## src/rtl/operand_fetch_if.sv

```systemverilog
// Bundle of the signals between the operand-fetch stage and the rest of the
// pipeline (fetch, register file, EX/MEM/WB feedback).
//
// Signals:
//   state      CPU run state; the stage updates only in the exec state
//   id_ir      instruction presented by instruction fetch
//   gr0..gr7   architectural registers from the writeback stage
//   ex_ir_in   instruction currently in EX (the stage's own ex_ir fed back)
//   ALUo       EX result of the current cycle
//   mem_ir     instruction in MEM
//   reg_C      MEM result, load data already merged
//   wb_ir      instruction in WB
//   reg_C1     WB result, written to the register file at the next edge
//   flush      taken branch/jump: discard the instruction in ID
//   ex_ir      registered instruction to EX
//   reg_A      registered operand A
//   reg_B      registered operand B
//   smdr       registered STORE data
//   stall      combinational; fetch holds pc and id_ir while high
//
// Modports: master = pipeline side driving the stage, slave = operand_fetch.
interface operand_fetch_if;
    logic        state;
    logic [15:0] id_ir;
    logic [15:0] gr0, gr1, gr2, gr3, gr4, gr5, gr6, gr7;
    logic [15:0] ex_ir_in;
    logic [15:0] ALUo;
    logic [15:0] mem_ir;
    logic [15:0] reg_C;
    logic [15:0] wb_ir;
    logic [15:0] reg_C1;
    logic        flush;
    logic [15:0] ex_ir;
    logic [15:0] reg_A;
    logic [15:0] reg_B;
    logic [15:0] smdr;
    logic        stall;

    modport master (
        output state, id_ir, gr0, gr1, gr2, gr3, gr4, gr5, gr6, gr7,
               ex_ir_in, ALUo, mem_ir, reg_C, wb_ir, reg_C1, flush,
        input  ex_ir, reg_A, reg_B, smdr, stall
    );

    modport slave (
        input  state, id_ir, gr0, gr1, gr2, gr3, gr4, gr5, gr6, gr7,
               ex_ir_in, ALUo, mem_ir, reg_C, wb_ir, reg_C1, flush,
        output ex_ir, reg_A, reg_B, smdr, stall
    );
endinterface

```

## src/rtl/operand_fetch.sv

```systemverilog
// Decode / operand-fetch stage of the 5-stage pipeline.
// Selects source operands by instruction class, forwards in-flight results
// from EX, MEM and WB (in that priority), detects load-use hazards (stall +
// bubble) and registers instruction and operands into the ID/EX register.
//
// Ports:
//   clock  rising-edge clock
//   reset  synchronous, active-high reset
//   bus    operand_fetch_if.slave (see the interface file for signal list)
module operand_fetch (
    input  logic              clock,
    input  logic              reset,
    operand_fetch_if.slave    bus
);
    // Opcode encodings (ir[15:11]) and run state.
    localparam logic [0:0] EXEC  = 1'b1;
    localparam logic [4:0] NOP   = 5'b00000;
    localparam logic [4:0] LOAD  = 5'b00010;
    localparam logic [4:0] STORE = 5'b00011;
    localparam logic [4:0] SHL   = 5'b00100;
    localparam logic [4:0] SHR   = 5'b00101;
    localparam logic [4:0] ADD   = 5'b01000;
    localparam logic [4:0] ADDI  = 5'b01001;
    localparam logic [4:0] SUB   = 5'b01010;
    localparam logic [4:0] SUBI  = 5'b01011;
    localparam logic [4:0] CMP   = 5'b01100;
    localparam logic [4:0] AND   = 5'b01101;
    localparam logic [4:0] OR    = 5'b01110;
    localparam logic [4:0] XOR   = 5'b01111;
    localparam logic [4:0] ADDC  = 5'b10001;
    localparam logic [4:0] SUBC  = 5'b10010;
    localparam logic [4:0] CAL   = 5'b10011;
    localparam logic [4:0] CAR   = 5'b10100;
    localparam logic [4:0] MOVI  = 5'b10101;
    localparam logic [4:0] JUMP  = 5'b11000;
    localparam logic [4:0] BZ    = 5'b11010;
    localparam logic [4:0] BNZ   = 5'b11011;
    localparam logic [4:0] BN    = 5'b11100;
    localparam logic [4:0] BNN   = 5'b11101;
    localparam logic [4:0] BC    = 5'b11110;
    localparam logic [4:0] BNC   = 5'b11111;

    logic [15:0] ex_ir_q, ex_ir_d;
    logic [15:0] reg_a_q, reg_a_d;
    logic [15:0] reg_b_q, reg_b_d;
    logic [15:0] smdr_q,  smdr_d;

    logic [15:0] gr [8];
    logic [15:0] id_ir, ex_ir_in, mem_ir, wb_ir;
    logic [15:0] alu_o, reg_c, reg_c1;

    assign gr[0] = bus.gr0;
    assign gr[1] = bus.gr1;
    assign gr[2] = bus.gr2;
    assign gr[3] = bus.gr3;
    assign gr[4] = bus.gr4;
    assign gr[5] = bus.gr5;
    assign gr[6] = bus.gr6;
    assign gr[7] = bus.gr7;
    assign id_ir    = bus.id_ir;
    assign ex_ir_in = bus.ex_ir_in;
    assign mem_ir   = bus.mem_ir;
    assign wb_ir    = bus.wb_ir;
    assign alu_o    = bus.ALUo;
    assign reg_c    = bus.reg_C;
    assign reg_c1   = bus.reg_C1;

    function automatic logic is_writer(input logic [4:0] op);
        case (op)
            LOAD, MOVI, ADD, ADDI, ADDC, SUB, SUBI, SUBC,
            AND, OR, XOR, SHL, SHR, CAL, CAR: is_writer = 1'b1;
            default:                          is_writer = 1'b0;
        endcase
    endfunction

    // Youngest in-flight writer wins. WB is included so a register written
    // on the same edge ID samples it never reads the stale gr value.
    function automatic logic [15:0] fwd(input logic [2:0] n);
        if (is_writer(ex_ir_in[15:11]) && ex_ir_in[10:8] == n)
            fwd = alu_o;
        else if (is_writer(mem_ir[15:11]) && mem_ir[10:8] == n)
            fwd = reg_c;
        else if (is_writer(wb_ir[15:11]) && wb_ir[10:8] == n)
            fwd = reg_c1;
        else
            fwd = gr[n];
    endfunction

    logic [15:0] rs_v, rt_v, rd_v;
    logic [15:0] sel_a, sel_b, sel_smdr;
    logic        use_rs, use_rt, use_rd;
    logic        hazard, stall;

    always_comb begin
        rs_v     = fwd(id_ir[6:4]);
        rt_v     = fwd(id_ir[2:0]);
        rd_v     = fwd(id_ir[10:8]);
        sel_a    = 16'h0000;
        sel_b    = 16'h0000;
        sel_smdr = 16'h0000;
        use_rs   = 1'b0;
        use_rt   = 1'b0;
        use_rd   = 1'b0;
        case (id_ir[15:11])
            ADD, ADDC, SUB, SUBC, AND, OR, XOR, CMP: begin
                use_rs = 1'b1;
                use_rt = 1'b1;
                sel_a  = rs_v;
                sel_b  = rt_v;
            end
            ADDI, SUBI, BZ, BNZ, BN, BNN, BC, BNC: begin
                use_rd = 1'b1;
                sel_a  = rd_v;
                sel_b  = {8'h00, id_ir[7:0]};
            end
            MOVI, JUMP: begin
                sel_b = {8'h00, id_ir[7:0]};
            end
            SHL, SHR, LOAD: begin
                use_rs = 1'b1;
                sel_a  = rs_v;
                sel_b  = {12'h000, id_ir[3:0]};
            end
            STORE: begin
                use_rs   = 1'b1;
                use_rd   = 1'b1;
                sel_a    = rs_v;
                sel_b    = {12'h000, id_ir[3:0]};
                sel_smdr = rd_v;
            end
            default: ;
        endcase

        // Only fields the class really reads can create a load-use hazard.
        hazard = (ex_ir_in[15:11] == LOAD) &&
                 ((use_rs && ex_ir_in[10:8] == id_ir[6:4]) ||
                  (use_rt && ex_ir_in[10:8] == id_ir[2:0]) ||
                  (use_rd && ex_ir_in[10:8] == id_ir[10:8]));
        stall  = hazard && !bus.flush && !reset;
    end

    always_comb begin
        ex_ir_d = ex_ir_q;
        reg_a_d = reg_a_q;
        reg_b_d = reg_b_q;
        smdr_d  = smdr_q;
        if (bus.state == EXEC) begin
            if (bus.flush || stall) begin
                // Bubble into EX; on a stall IF holds id_ir so it is re-decoded.
                ex_ir_d = {NOP, 11'h000};
                reg_a_d = 16'h0000;
                reg_b_d = 16'h0000;
                smdr_d  = 16'h0000;
            end else begin
                ex_ir_d = id_ir;
                reg_a_d = sel_a;
                reg_b_d = sel_b;
                smdr_d  = sel_smdr;
            end
        end
    end

    always_ff @(posedge clock) begin
        if (reset) begin
            ex_ir_q <= 16'h0000;
            reg_a_q <= 16'h0000;
            reg_b_q <= 16'h0000;
            smdr_q  <= 16'h0000;
        end else begin
            ex_ir_q <= ex_ir_d;
            reg_a_q <= reg_a_d;
            reg_b_q <= reg_b_d;
            smdr_q  <= smdr_d;
        end
    end

    assign bus.ex_ir = ex_ir_q;
    assign bus.reg_A = reg_a_q;
    assign bus.reg_B = reg_b_q;
    assign bus.smdr  = smdr_q;
    assign bus.stall = stall;
endmodule

```

## src/flat_wrapper.sv

```systemverilog
// flat-port wrapper written by rule: the top's interface ports become plain ports
module operand_fetch_flat 
  (clock, reset, bus_state, bus_id_ir, bus_gr0, bus_gr1, bus_gr2, bus_gr3, bus_gr4, bus_gr5, bus_gr6, bus_gr7, bus_ex_ir_in, bus_ALUo, bus_mem_ir, bus_reg_C, bus_wb_ir, bus_reg_C1, bus_flush, bus_ex_ir, bus_reg_A, bus_reg_B, bus_smdr, bus_stall);
  operand_fetch_if bus_i ();
  input  logic clock;
  input  logic reset;
  input wire logic [$bits(bus_i.state)-1:0] bus_state;
  input wire logic [$bits(bus_i.id_ir)-1:0] bus_id_ir;
  input wire logic [$bits(bus_i.gr0)-1:0] bus_gr0;
  input wire logic [$bits(bus_i.gr1)-1:0] bus_gr1;
  input wire logic [$bits(bus_i.gr2)-1:0] bus_gr2;
  input wire logic [$bits(bus_i.gr3)-1:0] bus_gr3;
  input wire logic [$bits(bus_i.gr4)-1:0] bus_gr4;
  input wire logic [$bits(bus_i.gr5)-1:0] bus_gr5;
  input wire logic [$bits(bus_i.gr6)-1:0] bus_gr6;
  input wire logic [$bits(bus_i.gr7)-1:0] bus_gr7;
  input wire logic [$bits(bus_i.ex_ir_in)-1:0] bus_ex_ir_in;
  input wire logic [$bits(bus_i.ALUo)-1:0] bus_ALUo;
  input wire logic [$bits(bus_i.mem_ir)-1:0] bus_mem_ir;
  input wire logic [$bits(bus_i.reg_C)-1:0] bus_reg_C;
  input wire logic [$bits(bus_i.wb_ir)-1:0] bus_wb_ir;
  input wire logic [$bits(bus_i.reg_C1)-1:0] bus_reg_C1;
  input wire logic [$bits(bus_i.flush)-1:0] bus_flush;
  output wire logic [$bits(bus_i.ex_ir)-1:0] bus_ex_ir;
  output wire logic [$bits(bus_i.reg_A)-1:0] bus_reg_A;
  output wire logic [$bits(bus_i.reg_B)-1:0] bus_reg_B;
  output wire logic [$bits(bus_i.smdr)-1:0] bus_smdr;
  output wire logic [$bits(bus_i.stall)-1:0] bus_stall;
  assign bus_i.state = bus_state;
  assign bus_i.id_ir = bus_id_ir;
  assign bus_i.gr0 = bus_gr0;
  assign bus_i.gr1 = bus_gr1;
  assign bus_i.gr2 = bus_gr2;
  assign bus_i.gr3 = bus_gr3;
  assign bus_i.gr4 = bus_gr4;
  assign bus_i.gr5 = bus_gr5;
  assign bus_i.gr6 = bus_gr6;
  assign bus_i.gr7 = bus_gr7;
  assign bus_i.ex_ir_in = bus_ex_ir_in;
  assign bus_i.ALUo = bus_ALUo;
  assign bus_i.mem_ir = bus_mem_ir;
  assign bus_i.reg_C = bus_reg_C;
  assign bus_i.wb_ir = bus_wb_ir;
  assign bus_i.reg_C1 = bus_reg_C1;
  assign bus_i.flush = bus_flush;
  assign bus_ex_ir = bus_i.ex_ir;
  assign bus_reg_A = bus_i.reg_A;
  assign bus_reg_B = bus_i.reg_B;
  assign bus_smdr = bus_i.smdr;
  assign bus_stall = bus_i.stall;
  operand_fetch u_core (.clock(clock), .reset(reset), .bus(bus_i));
endmodule
```

## config.mk

```make
export PLATFORM = sky130hd
export DESIGN_NAME = operand_fetch_flat
export DESIGN_NICKNAME = d
export VERILOG_FILES = /design/src/rtl/operand_fetch_if.sv /design/src/rtl/operand_fetch.sv /design/src/flat_wrapper.sv
export SDC_FILE = /design/constraint.sdc
export NUM_CORES = 1
export LEC_CHECK = 0
export CAP_MARGIN = 0
export CORE_AREA = 2 2 121 123
export DETAILED_ROUTE_END_ITERATION = 7
export DIE_AREA = 0 0 123 125
export DONT_BUFFER_PORTS = 1
export PLACE_DENSITY = 0.78
export SYNTH_ARGS = -nofsm -noshare
export SYNTH_HDL_FRONTEND = slang
export SYNTH_SLANG_ARGS = --single-unit
```

## constraint.sdc

```tcl
create_clock -name clock -period 2.5 [get_ports clock]
set_input_delay 0.375 -clock clock [delete_from_list [all_inputs] [get_ports clock]]
set_output_delay 0.375 -clock clock [all_outputs]
set_load 0.05 [all_outputs]
```

=== Word-level counts from Yosys, hierarchy flattened ===
Memory sizes are Yosys's and may differ from the RTL's.
Index checks and enable logic that the tools add are counted.

* Equal/unequal tests: 32
* Reduce and logical (&&, ||, !) cells: 26
* Multiplexer cells: 37
* $lt $le $gt $ge: 3
* Bitwise operators: 3

{| class="wikitable"
|+ Operators with widths
! kind !! number
|-
| $mux W16 || 20
|-
| $bmux W16 S3 || 3
|-
| $eq A5 B5 Y1 const B || 10
|-
| $pmux W16 S3 || 1
|-
| $eq A5 B4 Y1 const B || 8
|-
| $pmux W16 S2 || 1
|-
| $eq A3 B3 Y1 || 9
|-
| $reduce_or A8 Y1 || 2
|-
| $eq A5 B2 Y1 const B || 3
|-
| $logic_and A1 B1 Y1 || 15
|-
| $ge A4 B4 Y1 const B || 3
|-
| $mux W1 || 12
|-
| $not A3 Y4 || 3
|-
| $reduce_or A12 Y1 || 1
|-
| $eq A5 B3 Y1 const B || 2
|-
| $reduce_or A10 Y1 || 1
|-
| $reduce_or A9 Y1 || 1
|-
| $reduce_or A4 Y1 || 1
|-
| $logic_or A1 B1 Y1 || 3
|-
| $logic_not A1 Y1 || 2
|}

* Memory bits (read-only): 288
* Logic and storage cells: 114
* Memories: 9
* Output and inout port bits: 65
* Input bits: 244
* Register bits after elaboration: 64

{| class="wikitable"
|+ Memory list
! memory !! depth !! width !! rd ports !! clocked after Yosys merged registers in !! write ports !! line !! RTL
|-
| (no name shown) || 32 || 1 || 1 || 0 || 0 || operand_fetch.sv:69 || <nowiki>case (op)</nowiki>
|-
| (no name shown) || 32 || 1 || 1 || 0 || 0 || operand_fetch.sv:69 ||
|-
| (no name shown) || 32 || 1 || 1 || 0 || 0 || operand_fetch.sv:69 ||
|-
| (no name shown) || 32 || 1 || 1 || 0 || 0 || operand_fetch.sv:69 ||
|-
| (no name shown) || 32 || 1 || 1 || 0 || 0 || operand_fetch.sv:69 ||
|-
| (no name shown) || 32 || 1 || 1 || 0 || 0 || operand_fetch.sv:69 ||
|-
| 3 more memories || -- || -- || -- || -- || -- || -- ||
|}

=== Depth between registers and ports, before layout ===
* Depth in word-level cells: 12
* Mapped depth: 10
* Mapped depth without buffers: 7

=== Worst setup path after synthesis ===
Ideal clock, no wire load.

* Path type: input port to flip-flop
* Start point: in bus_id_ir[13]
* End point: reg u_core.reg_b_q[0] (netlist: u_core.bus.reg_B[0])
* Path slack: -0.204 ns
* Path buffers: 2
* Arrival time: 2.582 ns
* Required time: 2.378 ns
* Cell stages on the path: 9
* Library setup time: 0.122 ns
* Cell sequence: buf_4 or3b_1 a21oi_1 o31ai_2 a31oi_2 or2_1 buf_4 nor3b_1 a221o_1

* Cells in the longest elaborated chain, start to end: 11
* Elaborated cells between the ends (all ways): 41
* Classes of those cells: eq/ne (22); mux (5); reduce/logical (14)

{| class="wikitable"
|+ RTL lines
! item !! line !! RTL
|-
| start, declared || flat_wrapper.sv:8 || <nowiki>input wire logic [$bits(bus_i.id_ir)-1:0] bus_id_ir;</nowiki>
|-
| $eq A5 B3 Y1 (tied with other cells) || operand_fetch.sv:104 || <nowiki>case (id_ir[15:11])</nowiki>
|-
| $reduce_or A12 Y1 (no source line) or $reduce_or A8 Y1 (tied branches) || -- ||
|-
| $mux W1 || operand_fetch.sv:104 ||
|-
| $logic_and A1 B1 Y1, on equally long branches || operand_fetch.sv:136, operand_fetch.sv:137 ||
|-
| $logic_or A1 B1 Y1 || operand_fetch.sv:136 || <nowiki>((use_rs && ex_ir_in[10:8] == id_ir[6:4]) ||</nowiki>
|-
| $logic_or A1 B1 Y1 (*) || operand_fetch.sv:137 || <nowiki>(use_rt && ex_ir_in[10:8] == id_ir[2:0]) ||</nowiki>
|-
| $logic_and A1 B1 Y1 (*) || operand_fetch.sv:135 || <nowiki>hazard = (ex_ir_in[15:11] == LOAD) &&</nowiki>
|-
| $logic_and A1 B1 Y1 (*) (2 in series) || operand_fetch.sv:139 || <nowiki>stall = hazard && !bus.flush && !reset;</nowiki>
|-
| named net bus_stall || flat_wrapper.sv:28 || <nowiki>output wire logic [$bits(bus_i.stall)-1:0] bus_stall;</nowiki>
|-
| $logic_or A1 B1 Y1 (*) || operand_fetch.sv:148 || <nowiki>if (bus.flush || stall) begin</nowiki>
|-
| $mux W16 (*) || operand_fetch.sv:148 ||
|-
| end signal, assigned || operand_fetch.sv:172 || <nowiki>reg_b_q <= reg_b_d;</nowiki>
|-
| end, declared || operand_fetch.sv:45 || <nowiki>logic [15:0] reg_b_q, reg_b_d;</nowiki>
|}

Mark *: on every way through the listed nets, which the timed path passes. The rest lies on a longest branch.
A chain may end at the register's enable or synchronous reset.

=== Worst setup path in the final report ===
* Start point: in bus_wb_ir[11]
* End point: reg u_core.reg_a_q[0] (netlist: u_core.bus.reg_A[0])

* Cells in the longest elaborated chain, start to end: 9
* Elaborated cells between the ends (all ways): 16
* Classes of those cells: mux (12); reduce/logical (2); memory (2)

{| class="wikitable"
|+ RTL lines
! item !! line !! RTL
|-
| start, declared || flat_wrapper.sv:21 || <nowiki>input wire logic [$bits(bus_i.wb_ir)-1:0] bus_wb_ir;</nowiki>
|-
| $mem_v2 Z32 W1 || -- ||
|-
| $mux W1 || operand_fetch.sv:81 || <nowiki>else if (is_writer(mem_ir[15:11]) && mem_ir[10:8] == n)</nowiki>
|-
| $mux W1 || operand_fetch.sv:79 || <nowiki>if (is_writer(ex_ir_in[15:11]) && ex_ir_in[10:8] == n)</nowiki>
|-
| $logic_and A1 B1 Y1 || operand_fetch.sv:83 || <nowiki>else if (is_writer(wb_ir[15:11]) && wb_ir[10:8] == n)</nowiki>
|-
| $mux W16 || operand_fetch.sv:83 ||
|-
| $mux W16 || operand_fetch.sv:81 ||
|-
| $mux W16 || operand_fetch.sv:79 ||
|-
| $pmux W16 S2 (*) || operand_fetch.sv:104 ||
|-
| $mux W16 (*) || operand_fetch.sv:148 ||
|-
| end signal, assigned || operand_fetch.sv:171 || <nowiki>reg_a_q <= reg_a_d;</nowiki>
|-
| end, declared || operand_fetch.sv:44 || <nowiki>logic [15:0] reg_a_q, reg_a_d;</nowiki>
|}

Every way passes the cells marked *; elsewhere a longest branch is shown, timed or not. The select of a mux whose other input is x is not followed.

==> flow_summary.json <==
{
  "power.internal_mw": 2.52,
  "finish.instance_area_um2": 8180,
  "async_reset_ff_frac": 0,
  "regToRegStartpoint": "u_core.bus.reg_A[10]",
  "postRouteAntennaNets": 0,
  "relSlewSlack": 0.238,
  "drt_iter0_markers": 1002,
  "leakage_nw": 2.57,
  "final_nets": 1028,
  "cts-buffers-inserted": 9,
  "pre_cts_ws_ns": -0.176,
  "seqPwrFrac": 0.310,
  "synth_top_cell_area_share": 0.282,
  "fill_cells": 1255,
  "cts_max_path_buffers": 2,
  "clock_power_share": 0.346,
  "placed_cell_area_um2": 7870,
  "final_common_cell": "mux4_2",
  "combPwrFrac": 0.344,
  "pwr_density_cell_nw_per_um2": 461,
  "htree_levels": 3,
  "slowest_delay_ns": 0.99,
  "crit_top_cell": "a221oi_1",
  "cp_max_fo": 5,
  "r2r-end": "u_core.bus.reg_A[10]",
  "end_kind": "flop",
  "wl_per_cell_um": 30.7,
  "clk_pin_slew_ns": 0.06,
  "worstHoldStart": "reset",
  "setup_violations": 0,
  "start_kind": "input pin",
  "grt_first_pass_wirelength_mm": 44.0,
  "slew_violations": 0,
  "dr.pass1.iters": 6,
  "ioPinCount": 309,
  "fin_ws_ns": 0.118,
  "cts_setup_buffers": 0,
  "rsz0062_at_grt": "no",
  "drive_gt1_frac": 0.233,
  "ir_drop_uv": 316,
  "synthCells": 820,
  "grt-ovfl-total": 0,
  "fin_crit_ns": 2.38,
  "worstPathRequired_ns": 2.74,
  "num_rows": 44,
  "cts_resized": 0,
  "gp_congestion": 0.993,
  "hold_viol": 0,
  "clock.fmax_mhz": 420,
  "min_path_cells": 1,
  "crit_slowest_cell": "o311ai_0",
  "fp.coreArea_um2": 14200,
  "yosys_warnings": 0,
  "drv_cap": 0,
  "antenna_found_initial": 0,
  "rr_worst_depth": 3,
  "design.die.area_um2": 15400,
  "crit_family": "compound AO/OA/AOI/OAI gates",
  "viasPerCell": 7.80,
  "syn_area_per_cell_um2": 9.35,
  "hold_path_class": "input pin to flop",
  "cts_tree": "built",
  "p_sw_frac": 0.332,
  "postCtsHoldBufs": 0,
  "holdPathEnd": "u_core.bus.ex_ir[7]",
  "layout_common_cells": "mux4_2, dfxtp_1, nand2_1, nor2_1, buf_4",
  "cts_root_buf": "clkbuf_16",
  "portBuffers": 0,
  "remaining_drc_errors": 0,
  "timing.final.crit_share": 0.953,
  "initial_core_util": 0.540,
  "synth_top_cell_by_area": "mux4_2",
  "ys_seq_area_frac": 0.167,
  "syn_area_um2": 7660,
  "arrival_ns": 2.63,
  "whs_ns": 0.103,
  "cp_cell_sequence": "nor2b_1 -> o21ai_1 -> a22o_1 -> a221oi_1 -> o311ai_0 -> o211ai_1 -> a221oi_1",
  "die-height_um": 125,
  "antenna_cells": 0,
  "dp_hpwl_mm": 22.7,
  "crit_cells": 7,
  "net-switching-power_mw": 1.25,
  "status": "complete, no violations",
  "fin_skew_ns": 0,
  "ys_ff_latch": 64,
  "ys_types": 56,
  "path_class": "input pin to flop",
  "clock_latency_ns": 0.34,
  "r2r_setup_slack_ns": 1.17,
  "cp_num_buf_inv": 0,
  "vias": 7592,
  "clock_sinks": 64,
  "register_area_um2": 1280,
  "synth_edf_count": 0,
  "syn_to_final_growth_pct": 6.66,
  "multi_input_area_um2": 5920,
  "grt_start_max_net_pins": 59,
  "yosys-top-cells-area": "mux4_2, dfxtp_1, a221oi_1",
  "synth_ff_type": "dfxtp_1",
  "tightestPinTransition_ns": 1.13,
  "grtUsageTotal": 0.380,
  "grt_pass1_vias": 7426,
  "die_w_um": 123,
  "routed_wl_mm": 29.9,
  "syn_nets": 1064
}
-- state kept, by name (all words and copies together), names as in the netlist --
| signal | cells |
|---|---|
| u_core.bus.ex_ir | 16 |
| u_core.bus.reg_A | 16 |
| u_core.bus.reg_B | 16 |
| u_core.bus.smdr | 16 |
-- worst max path at each step --
stage,from,to,slack (ns)
after floorplan,bus_id_ir[13],u_core.bus.reg_B[0],0.01
after global placement,bus_id_ir[14],u_core.bus.smdr[13],-0.05
after detailed placement,bus_id_ir[14],u_core.bus.smdr[13],-0.18
after CTS,bus_id_ir[14],u_core.bus.smdr[13],0.17
after global routing,bus_id_ir[14],u_core.bus.smdr[6],0.05
final,bus_wb_ir[11],u_core.bus.reg_A[0],0.12
-- power by group through the flow --
stage | clock network, mW | logic [mW] | registers, mW
6_report | 1.30 | 1.30 | 1.17
5_1_grt | 1.35 | 1.35 | 1.17
4_1_cts | 1.31 | 1.27 | 1.17
3_5_place_dp | 0 | 1.26 | 1.19
3_3_place_gp | 0 | 1.24 | 1.19
2_1_floorplan | 0 | 1.01 | 1.19
-- cell type report --
class	instances	share of cell area
repair buffers	51	0.0514
inverters	5	0.00230
well taps	184	0.0282
multi-input cells	653	0.724
flip-flops and latches	64	0.157
clock buffers	10	0.0292
clock inverters	6	0.00826
-- metrics by stage --
step                      TNS, ns  utilization  power [mW]  cells
final                           0        0.576        3.77    973
after CTS                       0        0.576        3.74    973
after detailed placement    -1.95        0.554        2.45    957
after global placement     -0.173        0.554        2.43    957
after floorplan                 0            -        2.20    820
after global routing            0        0.576        3.87    973
-- logic make-up (layout without fill, tap and decap cells) --
family / count (synthesis) / count (layout) / share of synthesized area
buf+inv: 103 / 72 / 0.0619
flops: 64 / 64 / 0.167
mux: 116 / 116 / 0.308
xor+xnor: 27 / 27 / 0.0309
compound gates: 259 / 259 / 0.267
simple gates: 251 / 251 / 0.165
-- per-layer routing --
layer / routed length (µm) / global-route usage / vias up / part of all wire
li1: - / - / 3245 / -
met1: 10800 / 0.491 / 3684 / 0.36
met2: 14000 / 0.601 / 585 / 0.47
met3: 3800 / 0.108 / 78 / 0.13
met4: 1290 / 0.150 / 0 / 0.043
met5: 0 / 0 / - / 0
-- synth_stat cells, types with 3 or more instances --
cell / n
o22ai_1: 3
buf_4: 10
a21oi_1: 24
buf_6: 3
nor3_1: 24
and2_1: 4
inv_1: 4
xor2_1: 18
buf_1: 4
mux2i_1: 20
a221oi_1: 32
nand2b_1: 3
o31ai_2: 9
a211o_1: 5
nand2_1: 63
nor2b_1: 32
clkbuf_1: 59
mux4_2: 96
nor2_1: 56
xnor2_1: 9
a211oi_1: 15
nor3b_1: 17
buf_2: 22
o311ai_0: 3
o21ai_0: 21
a31oi_1: 4
a22oi_1: 16
nand3_1: 36
a32oi_1: 5
o311ai_1: 13
o21a_1: 32
o311a_1: 28
nor3_2: 4
dfxtp_1: 64
o211ai_1: 33
a221o_1: 3
Note: power is estimated with default switching activity, not from simulation.
